`src/rtl/video_pkg.sv`:
```
// ---------------------------------------------------------------------------
// video_pkg: default raster timing, RST opcodes and IRQ state encoding.
// Rev 1.0
// ---------------------------------------------------------------------------
`default_nettype none

package video_pkg;

   localparam int DEF_H_VISIBLE = 640;
   localparam int DEF_H_FRONT   = 16;
   localparam int DEF_H_SYNC    = 96;
   localparam int DEF_H_BACK    = 48;
   localparam int DEF_V_VISIBLE = 480;
   localparam int DEF_V_FRONT   = 10;
   localparam int DEF_V_SYNC    = 2;
   localparam int DEF_V_BACK    = 33;
   localparam int DEF_MID_LINE  = 240;

   localparam logic [7:0] RST1_OPCODE = 8'hCF;
   localparam logic [7:0] RST2_OPCODE = 8'hD7;

   typedef enum logic [0:0] {
      IRQ_IDLE    = 1'b0,
      IRQ_PENDING = 1'b1
   } irq_state_e;

   function automatic int h_total(input int vis, input int fp, input int sw, input int bp);
      return vis + fp + sw + bp;
   endfunction

   function automatic int v_total(input int vis, input int fp, input int sw, input int bp);
      return vis + fp + sw + bp;
   endfunction

endpackage

`default_nettype wire

```
`src/rtl/irq_arbiter.sv`:
```
// ---------------------------------------------------------------------------
// irq_arbiter: IDLE/PENDING interrupt handshake toward the 8080 core.
// Optional saturating overrun counter under IRQ_OVERRUN_CNT_EN. Rev 1.0
// ---------------------------------------------------------------------------
`default_nettype none

module irq_arbiter
   import video_pkg::*;
(
   input  logic       clk,
   input  logic       rst,
   input  logic       mid_i,
   input  logic       vbl_i,
   input  logic       irq_ack_i,
`ifdef IRQ_OVERRUN_CNT_EN
   output logic [7:0] irq_overrun_o,
`endif
   output logic       irq_req_o,
   output logic [7:0] irq_vector_o
);

   irq_state_e state_q;
   logic       req_q;
   logic [7:0] vector_q;
   logic       event_d;
   logic [7:0] event_vec_d;

   assign event_d     = mid_i | vbl_i;
   assign event_vec_d = mid_i ? RST1_OPCODE : RST2_OPCODE;

`ifdef IRQ_OVERRUN_CNT_EN
   logic [7:0] overrun_q;
   assign irq_overrun_o = overrun_q;
`endif

   always_ff @(posedge clk) begin
      if (rst) begin
         state_q  <= IRQ_IDLE;
         req_q    <= 1'b0;
         vector_q <= 8'h00;
`ifdef IRQ_OVERRUN_CNT_EN
         overrun_q <= 8'h00;
`endif
      end else begin
         case (state_q)
            IRQ_IDLE: begin
               if (event_d) begin
                  state_q  <= IRQ_PENDING;
                  req_q    <= 1'b1;
                  vector_q <= event_vec_d;
               end
            end
            IRQ_PENDING: begin
               // A new event always wins; without a matching ack the old request is lost.
               if (event_d) begin
                  vector_q <= event_vec_d;
`ifdef IRQ_OVERRUN_CNT_EN
                  if (!irq_ack_i && overrun_q != 8'hFF) begin
                     overrun_q <= overrun_q + 8'd1;
                  end
`endif
               end else if (irq_ack_i) begin
                  state_q <= IRQ_IDLE;
                  req_q   <= 1'b0;
               end
            end
            default: begin
               state_q <= IRQ_IDLE;
               req_q   <= 1'b0;
            end
         endcase
      end
   end

   assign irq_req_o    = req_q;
   assign irq_vector_o = vector_q;

endmodule

`default_nettype wire

```
`src/rtl/video_timing_irq.sv`:
```
// ---------------------------------------------------------------------------
// video_timing_irq: VGA raster counters/syncs plus RST 1 / RST 2 interrupts.
// Optional overrun counter port under IRQ_OVERRUN_CNT_EN. Rev 1.0
// ---------------------------------------------------------------------------
`default_nettype none

module video_timing_irq
   import video_pkg::*;
#(
   parameter int H_VISIBLE       = DEF_H_VISIBLE,
   parameter int H_FRONT         = DEF_H_FRONT,
   parameter int H_SYNC          = DEF_H_SYNC,
   parameter int H_BACK          = DEF_H_BACK,
   parameter int V_VISIBLE       = DEF_V_VISIBLE,
   parameter int V_FRONT         = DEF_V_FRONT,
   parameter int V_SYNC          = DEF_V_SYNC,
   parameter int V_BACK          = DEF_V_BACK,
   parameter int MID_LINE        = DEF_MID_LINE,
   parameter bit SYNC_ACTIVE_LOW = 1'b1
) (
   input  logic       clk,
   input  logic       rst,
   output logic [9:0] x_o,
   output logic [9:0] y_o,
   output logic       hsync_o,
   output logic       vsync_o,
   output logic       active_o,
   output logic       frame_start_o,
   output logic       irq_req_o,
   output logic [7:0] irq_vector_o,
`ifdef IRQ_OVERRUN_CNT_EN
   output logic [7:0] irq_overrun_o,
`endif
   input  logic       irq_ack_i
);

   localparam int         H_TOTAL   = h_total(H_VISIBLE, H_FRONT, H_SYNC, H_BACK);
   localparam int         V_TOTAL   = v_total(V_VISIBLE, V_FRONT, V_SYNC, V_BACK);
   localparam logic [9:0] X_LAST    = 10'(H_TOTAL - 1);
   localparam logic [9:0] Y_LAST    = 10'(V_TOTAL - 1);
   localparam logic [9:0] X_VIS     = 10'(H_VISIBLE);
   localparam logic [9:0] Y_VIS     = 10'(V_VISIBLE);
   localparam logic [9:0] HS_START  = 10'(H_VISIBLE + H_FRONT);
   localparam logic [9:0] HS_END    = 10'(H_VISIBLE + H_FRONT + H_SYNC);
   localparam logic [9:0] VS_START  = 10'(V_VISIBLE + V_FRONT);
   localparam logic [9:0] VS_END    = 10'(V_VISIBLE + V_FRONT + V_SYNC);
   localparam logic [9:0] Y_MID     = 10'(MID_LINE);
   localparam logic       SYNC_ON   = ~SYNC_ACTIVE_LOW;
   localparam logic       SYNC_OFF  = SYNC_ACTIVE_LOW;

   generate
      if (MID_LINE >= V_VISIBLE) begin : g_mid_line_check
         $error("MID_LINE must be below V_VISIBLE");
      end
   endgenerate

   logic [9:0] x_q, y_q, x_d, y_d;
   logic       run_q;
   logic       hsync_q, vsync_q, active_q, frame_start_q;
   logic       mid_q, vbl_q;

   // The first edge after reset only arms the counters, so x=0,y=0 is shown decoded.
   always_comb begin
      x_d = x_q;
      y_d = y_q;
      if (run_q) begin
         if (x_q == X_LAST) begin
            x_d = '0;
            y_d = (y_q == Y_LAST) ? '0 : y_q + 10'd1;
         end else begin
            x_d = x_q + 10'd1;
         end
      end
   end

   always_ff @(posedge clk) begin
      if (rst) begin
         x_q           <= '0;
         y_q           <= '0;
         run_q         <= 1'b0;
         hsync_q       <= SYNC_OFF;
         vsync_q       <= SYNC_OFF;
         active_q      <= 1'b0;
         frame_start_q <= 1'b0;
         mid_q         <= 1'b0;
         vbl_q         <= 1'b0;
      end else begin
         x_q           <= x_d;
         y_q           <= y_d;
         run_q         <= 1'b1;
         hsync_q       <= (x_d >= HS_START && x_d < HS_END) ? SYNC_ON : SYNC_OFF;
         vsync_q       <= (y_d >= VS_START && y_d < VS_END) ? SYNC_ON : SYNC_OFF;
         active_q      <= (x_d < X_VIS) && (y_d < Y_VIS);
         frame_start_q <= (x_d == '0) && (y_d == '0);
         mid_q         <= (x_d == '0) && (y_d == Y_MID);
         vbl_q         <= (x_d == '0) && (y_d == Y_VIS);
      end
   end

   irq_arbiter u_irq_arbiter (
      .clk          (clk),
      .rst          (rst),
      .mid_i        (mid_q),
      .vbl_i        (vbl_q),
      .irq_ack_i    (irq_ack_i),
`ifdef IRQ_OVERRUN_CNT_EN
      .irq_overrun_o(irq_overrun_o),
`endif
      .irq_req_o    (irq_req_o),
      .irq_vector_o (irq_vector_o)
   );

   assign x_o           = x_q;
   assign y_o           = y_q;
   assign hsync_o       = hsync_q;
   assign vsync_o       = vsync_q;
   assign active_o      = active_q;
   assign frame_start_o = frame_start_q;

endmodule

`default_nettype wire

```
`config.mk`:
```
export PLATFORM = sky130hd
export DESIGN_NAME = video_timing_irq
export DESIGN_NICKNAME = d
export VERILOG_FILES = /design/src/rtl/video_pkg.sv /design/src/rtl/irq_arbiter.sv /design/src/rtl/video_timing_irq.sv
export SDC_FILE = /design/constraint.sdc
export NUM_CORES = 1
export LEC_CHECK = 0
export ABC_AREA = 1
export BUFFER_PORTS_ARGS = -buffer_cell sky130_fd_sc_hd__clkbuf_2
export CAP_MARGIN = 5
export CORE_AREA = 2 2 65 67
export DETAILED_ROUTE_END_ITERATION = 8
export DIE_AREA = 0 0 67 69
export GPL_TIMING_DRIVEN = 1
export PLACE_DENSITY_LB_ADDON = 0.12
export SLEW_MARGIN = 20
export SYNTH_ARGS = -nofsm -noshare
export SYNTH_HDL_FRONTEND = slang
export SYNTH_SLANG_ARGS = --single-unit
```
`constraint.sdc`:
```
create_clock -name clk -period 1.6 [get_ports clk]
set_input_delay 0.24 -clock clk [delete_from_list [all_inputs] [get_ports clk]]
set_output_delay 0.24 -clock clk [all_outputs]
set_load 0.02 [all_outputs]
```
==> reports/results.tsv <==
stage	metric	value	unit
worst_setup_path	Worst setup EP type	flop	
logic_synthesis	Synth warnings	0	
hold_path	worst min path class	in -> reg	
detailed_routing	Antenna Nets Post-Route	0	
placement	port bufs	34	
logic_synthesis	post-synth cell types	29	
placement	routability-driven placement congestion ratio	0.897	
detailed_routing	Detailed Route WL	5870	um
finish	diode count	0	
detailed_routing	DRC Markers	0	
finish	fillers	320	
logic_synthesis	post-synth net total	303	
sta	skew final	0.00590	ns
worst_setup_path	Worst Setup Start Kind	flop	
status	status	finished, violations left	
worst_setup_path	WP buf/inv	2	
pwr	Power Density	594	nW/um^2
worst_setup_path	CP max FO	4	
grt	initial antenna violation count	0	
sta	worst hold margin	0.143	ns
cts	clock slew at reported path FFs	0.08	ns
logic_synthesis	Synth area leaders	dfxtp_1 (34%), nand2_1 (16%), nor2_1 (12%)	
status	failing checks	setup timing	
pwr	Leak	1.41	nW
sta	Slew Viols, Final	0	
pwr	Power, Total	1.70	mW
sta	min cycle time layout	1.75	ns
cts	worst-case clock buffer depth	2	
cts	Hold-fix buffers, CTS	0	
sta	setup_tns	-0.652	ns
logic_synthesis	Primary FF master, synth	dfxtp_1	
finish	Final Util	0.732	
sta	period utilisation layout	1.09	
placement	worst slack, placed	-0.149	ns
sta	Final WS setup	-0.145	ns
grt	Overflow after GRT	0	
sta	RSZ-0062 raised after global routing	yes	
grt	total track usage	0.251	
job	max-cap violations	0	
detailed_routing	via/cell ratio	5.02	
die	Die Width	67	um
finish	Finished Layout Cells	440	
cts	htree depth	2	
die	die area	4620	um^2
pwr	Worst VDD drop	0.441	mV
logic_synthesis	ys async rst share	0	
logic_synthesis	post-synthesis sequential area ratio	0.336	
grt	first-pass GRT wire length	8960	um
logic_synthesis	Post-Syn Area per Cell	6.42	um^2
logic_synthesis	Yosys reg bits	32	
cts	CTS tree	built	
worst_setup_path	CP Data Required Time	1.82	ns
die	chip height	69	um
logic_synthesis	EDFF count, synth	0	
finish	layout cell share with drive strength beyond 1	0.436	
finish	Area Overhead vs Synth	50.2	%
detailed_routing	First-pass DRT Iterations	4	
sta	final hold violation count	0	
worst_setup_path	critical path class	reg -> reg	
cts	Worst-Skew Late Latency	0.29	ns
worst_setup_path	crit path DAT	1.97	ns
detailed_routing	post-DR wirelength/cell	13.3	um
logic_synthesis	Mapped Area	1910	um^2
cts	Root Driver	clkbuf_8	
placement	placed cell count	420	
logic_synthesis	post-synth top area cell	dfxtp_1	
worst_setup_path	crit-path cells	ha_4 > inv_4 > nor2_4 > nand2_2 > a21oi_2 > nand2_1 > nor2_4 > buf_4 > nand4_1 > nor3_2	
logic_synthesis	Syn Inst Count	297	
worst_setup_path	max incr delay on CP	0.36	ns
cts	Num CTS Buffers	5	
detailed_routing	Starting DRT DRC Count	114	
logic_synthesis	post-synth top area share	0.336	
die	I/O pin count	36	
die	initial core utilization	0.487	
finish	nets@finish	395	
cts	Sink Count	32	
finish	post-route cell area	2860	um^2
placement	dpl cell area	2470	um^2
sta	Final setup viols	7	
worst_setup_path	cell at the slowest stage of the critical path	dfxtp_4	
die	Core Area	3910	um^2
worst_setup_path	CP dominant cell by count	nor2_4	
placement	DP HPWL	3910	um
worst_setup_path	critical path's top delay family	simple AND/OR/NAND/NOR gates	
sta	Peak Freq	573	MHz
grt	largest net degree at the start of global routing	16	
grt	vias in the first global route	2082	
die	Rows	23	
detailed_routing	DR vias	2210	
-- layout by cell type (no fill, tap or decap), types with 2 or more instances in the layout --
cell type	count
nand2_1	72
buf_4	53
nor2_1	51
inv_1	35
clkbuf_2	34
dfxtp_1	20
nand2_2	14
nand4_1	13
nand3_1	11
nor2_4	10
nor2_2	8
dfxtp_2	8
nand3_2	7
buf_6	7
clkbuf_8	5
dfxtp_4	4
a21oi_1	3
xor2_1	3
o21ai_0	2
inv_2	2
nand3_4	2
o21ai_1	2
nand2_4	2
a21oi_2	2
nor3_2	2
nor3_1	2
ha_4	2
-- synthesized netlist by cell type, types with 2 or more instances --
master,number
xor2_1,3
nand3_2,3
o21ai_0,5
nor2_4,5
nand4_1,13
inv_2,2
buf_4,5
ha_1,3
buf_6,2
nor3_1,3
nand3_1,15
nand2_2,7
nand2_1,81
clkbuf_1,3
a21oi_1,5
inv_1,36
dfxtp_1,32
nor2_1,61
nor2_2,3
-- worst register-to-register path, cell delays in order (launching register included) --
cell and delay [ns]:
dfxtp_4 0.36, ha_4 0.17, inv_4 0.05, nor2_4 0.22, nand2_2 0.11, a21oi_2 0.18, nand2_1 0.13, nor2_4 0.11
buf_4 0.11, nand4_1 0.08, nor3_2 0.16
-- kinds of logic after synthesis --
family / count (synthesis) / synth area share
buffers and inverters: 50 / 0.119
xor gates and xnor gates: 3 / 0.0138
other: 1 / 0.00197
AOI/OAI and AO/OA: 12 / 0.0335
adders and majority gates: 3 / 0.0197
DFF: 32 / 0.336
and+or+nand+nor: 196 / 0.476
-- power by group --
part | total [mW] | internal [mW] | leakage [nW] | switching, mW
Sequential | 0.809 | 0.801 | 0.266 | 0.00769
Clock | 0.733 | 0.398 | 0.0523 | 0.335
Combinational | 0.158 | 0.0735 | 1.09 | 0.0842
Total | 1.70 | 1.27 | 1.41 | 0.427
-- path summary, 6_finish.rpt --
check / start / endpoint / slack [ns] / cells after the start
setup reg to reg: x_o[1] / vbl_q / -0.15 / 10
hold / removal: irq_ack_i / u_irq_arbiter.irq_req_o / 0.14 / 2
setup / recovery: x_o[1] / vbl_q / -0.15 / 10
hold reg to reg: mid_q / u_irq_arbiter.irq_vector_o[4] / 0.45 / 1
-- final cells by class --
type | instances | area (um^2) | area share
multi-input combinational | 216 | 1210 | 0.422
timing repair buffer | 95 | 667 | 0.233
sequential | 32 | 666 | 0.232
inverter | 39 | 154 | 0.0537
clock buffer | 6 | 93.8 | 0.0328
tap | 50 | 62.6 | 0.0218
clock inverter | 2 | 12.5 | 0.00437
-- sequential cells by signal, summed over array words and instances, names as in the netlist --
| register | count |
|---|---|
| u_irq_arbiter.irq_req_o | 1 |
| y_o | 10 |
| active_o | 1 |
| u_irq_arbiter.state_q | 1 |
| u_irq_arbiter.irq_vector_o | 3 |
| mid_q | 1 |
| run_q | 1 |
| vbl_q | 1 |
| frame_start_o | 1 |
| hsync_o | 1 |
| vsync_o | 1 |
| x_o | 10 |
-- per-layer routing --
metal	part of all wire	up-vias	track usage	wire length, um
met1	0.40	1024	0.296	2360
met2	0.51	63	0.421	3010
met5	0	-	0	0
met3	0.048	23	0.0555	284
li1	-	1100	-	-
met4	0.037	0	0.118	218
-- what timing repair did --
item	CTS	global route
endpoints found under the setup margin	8	10
buffers inserted	7	5
gates cloned	1	0
pin swaps	10	22
gates resized for setup	22	36
No activity file was read; power rests on OpenSTA's default activity.
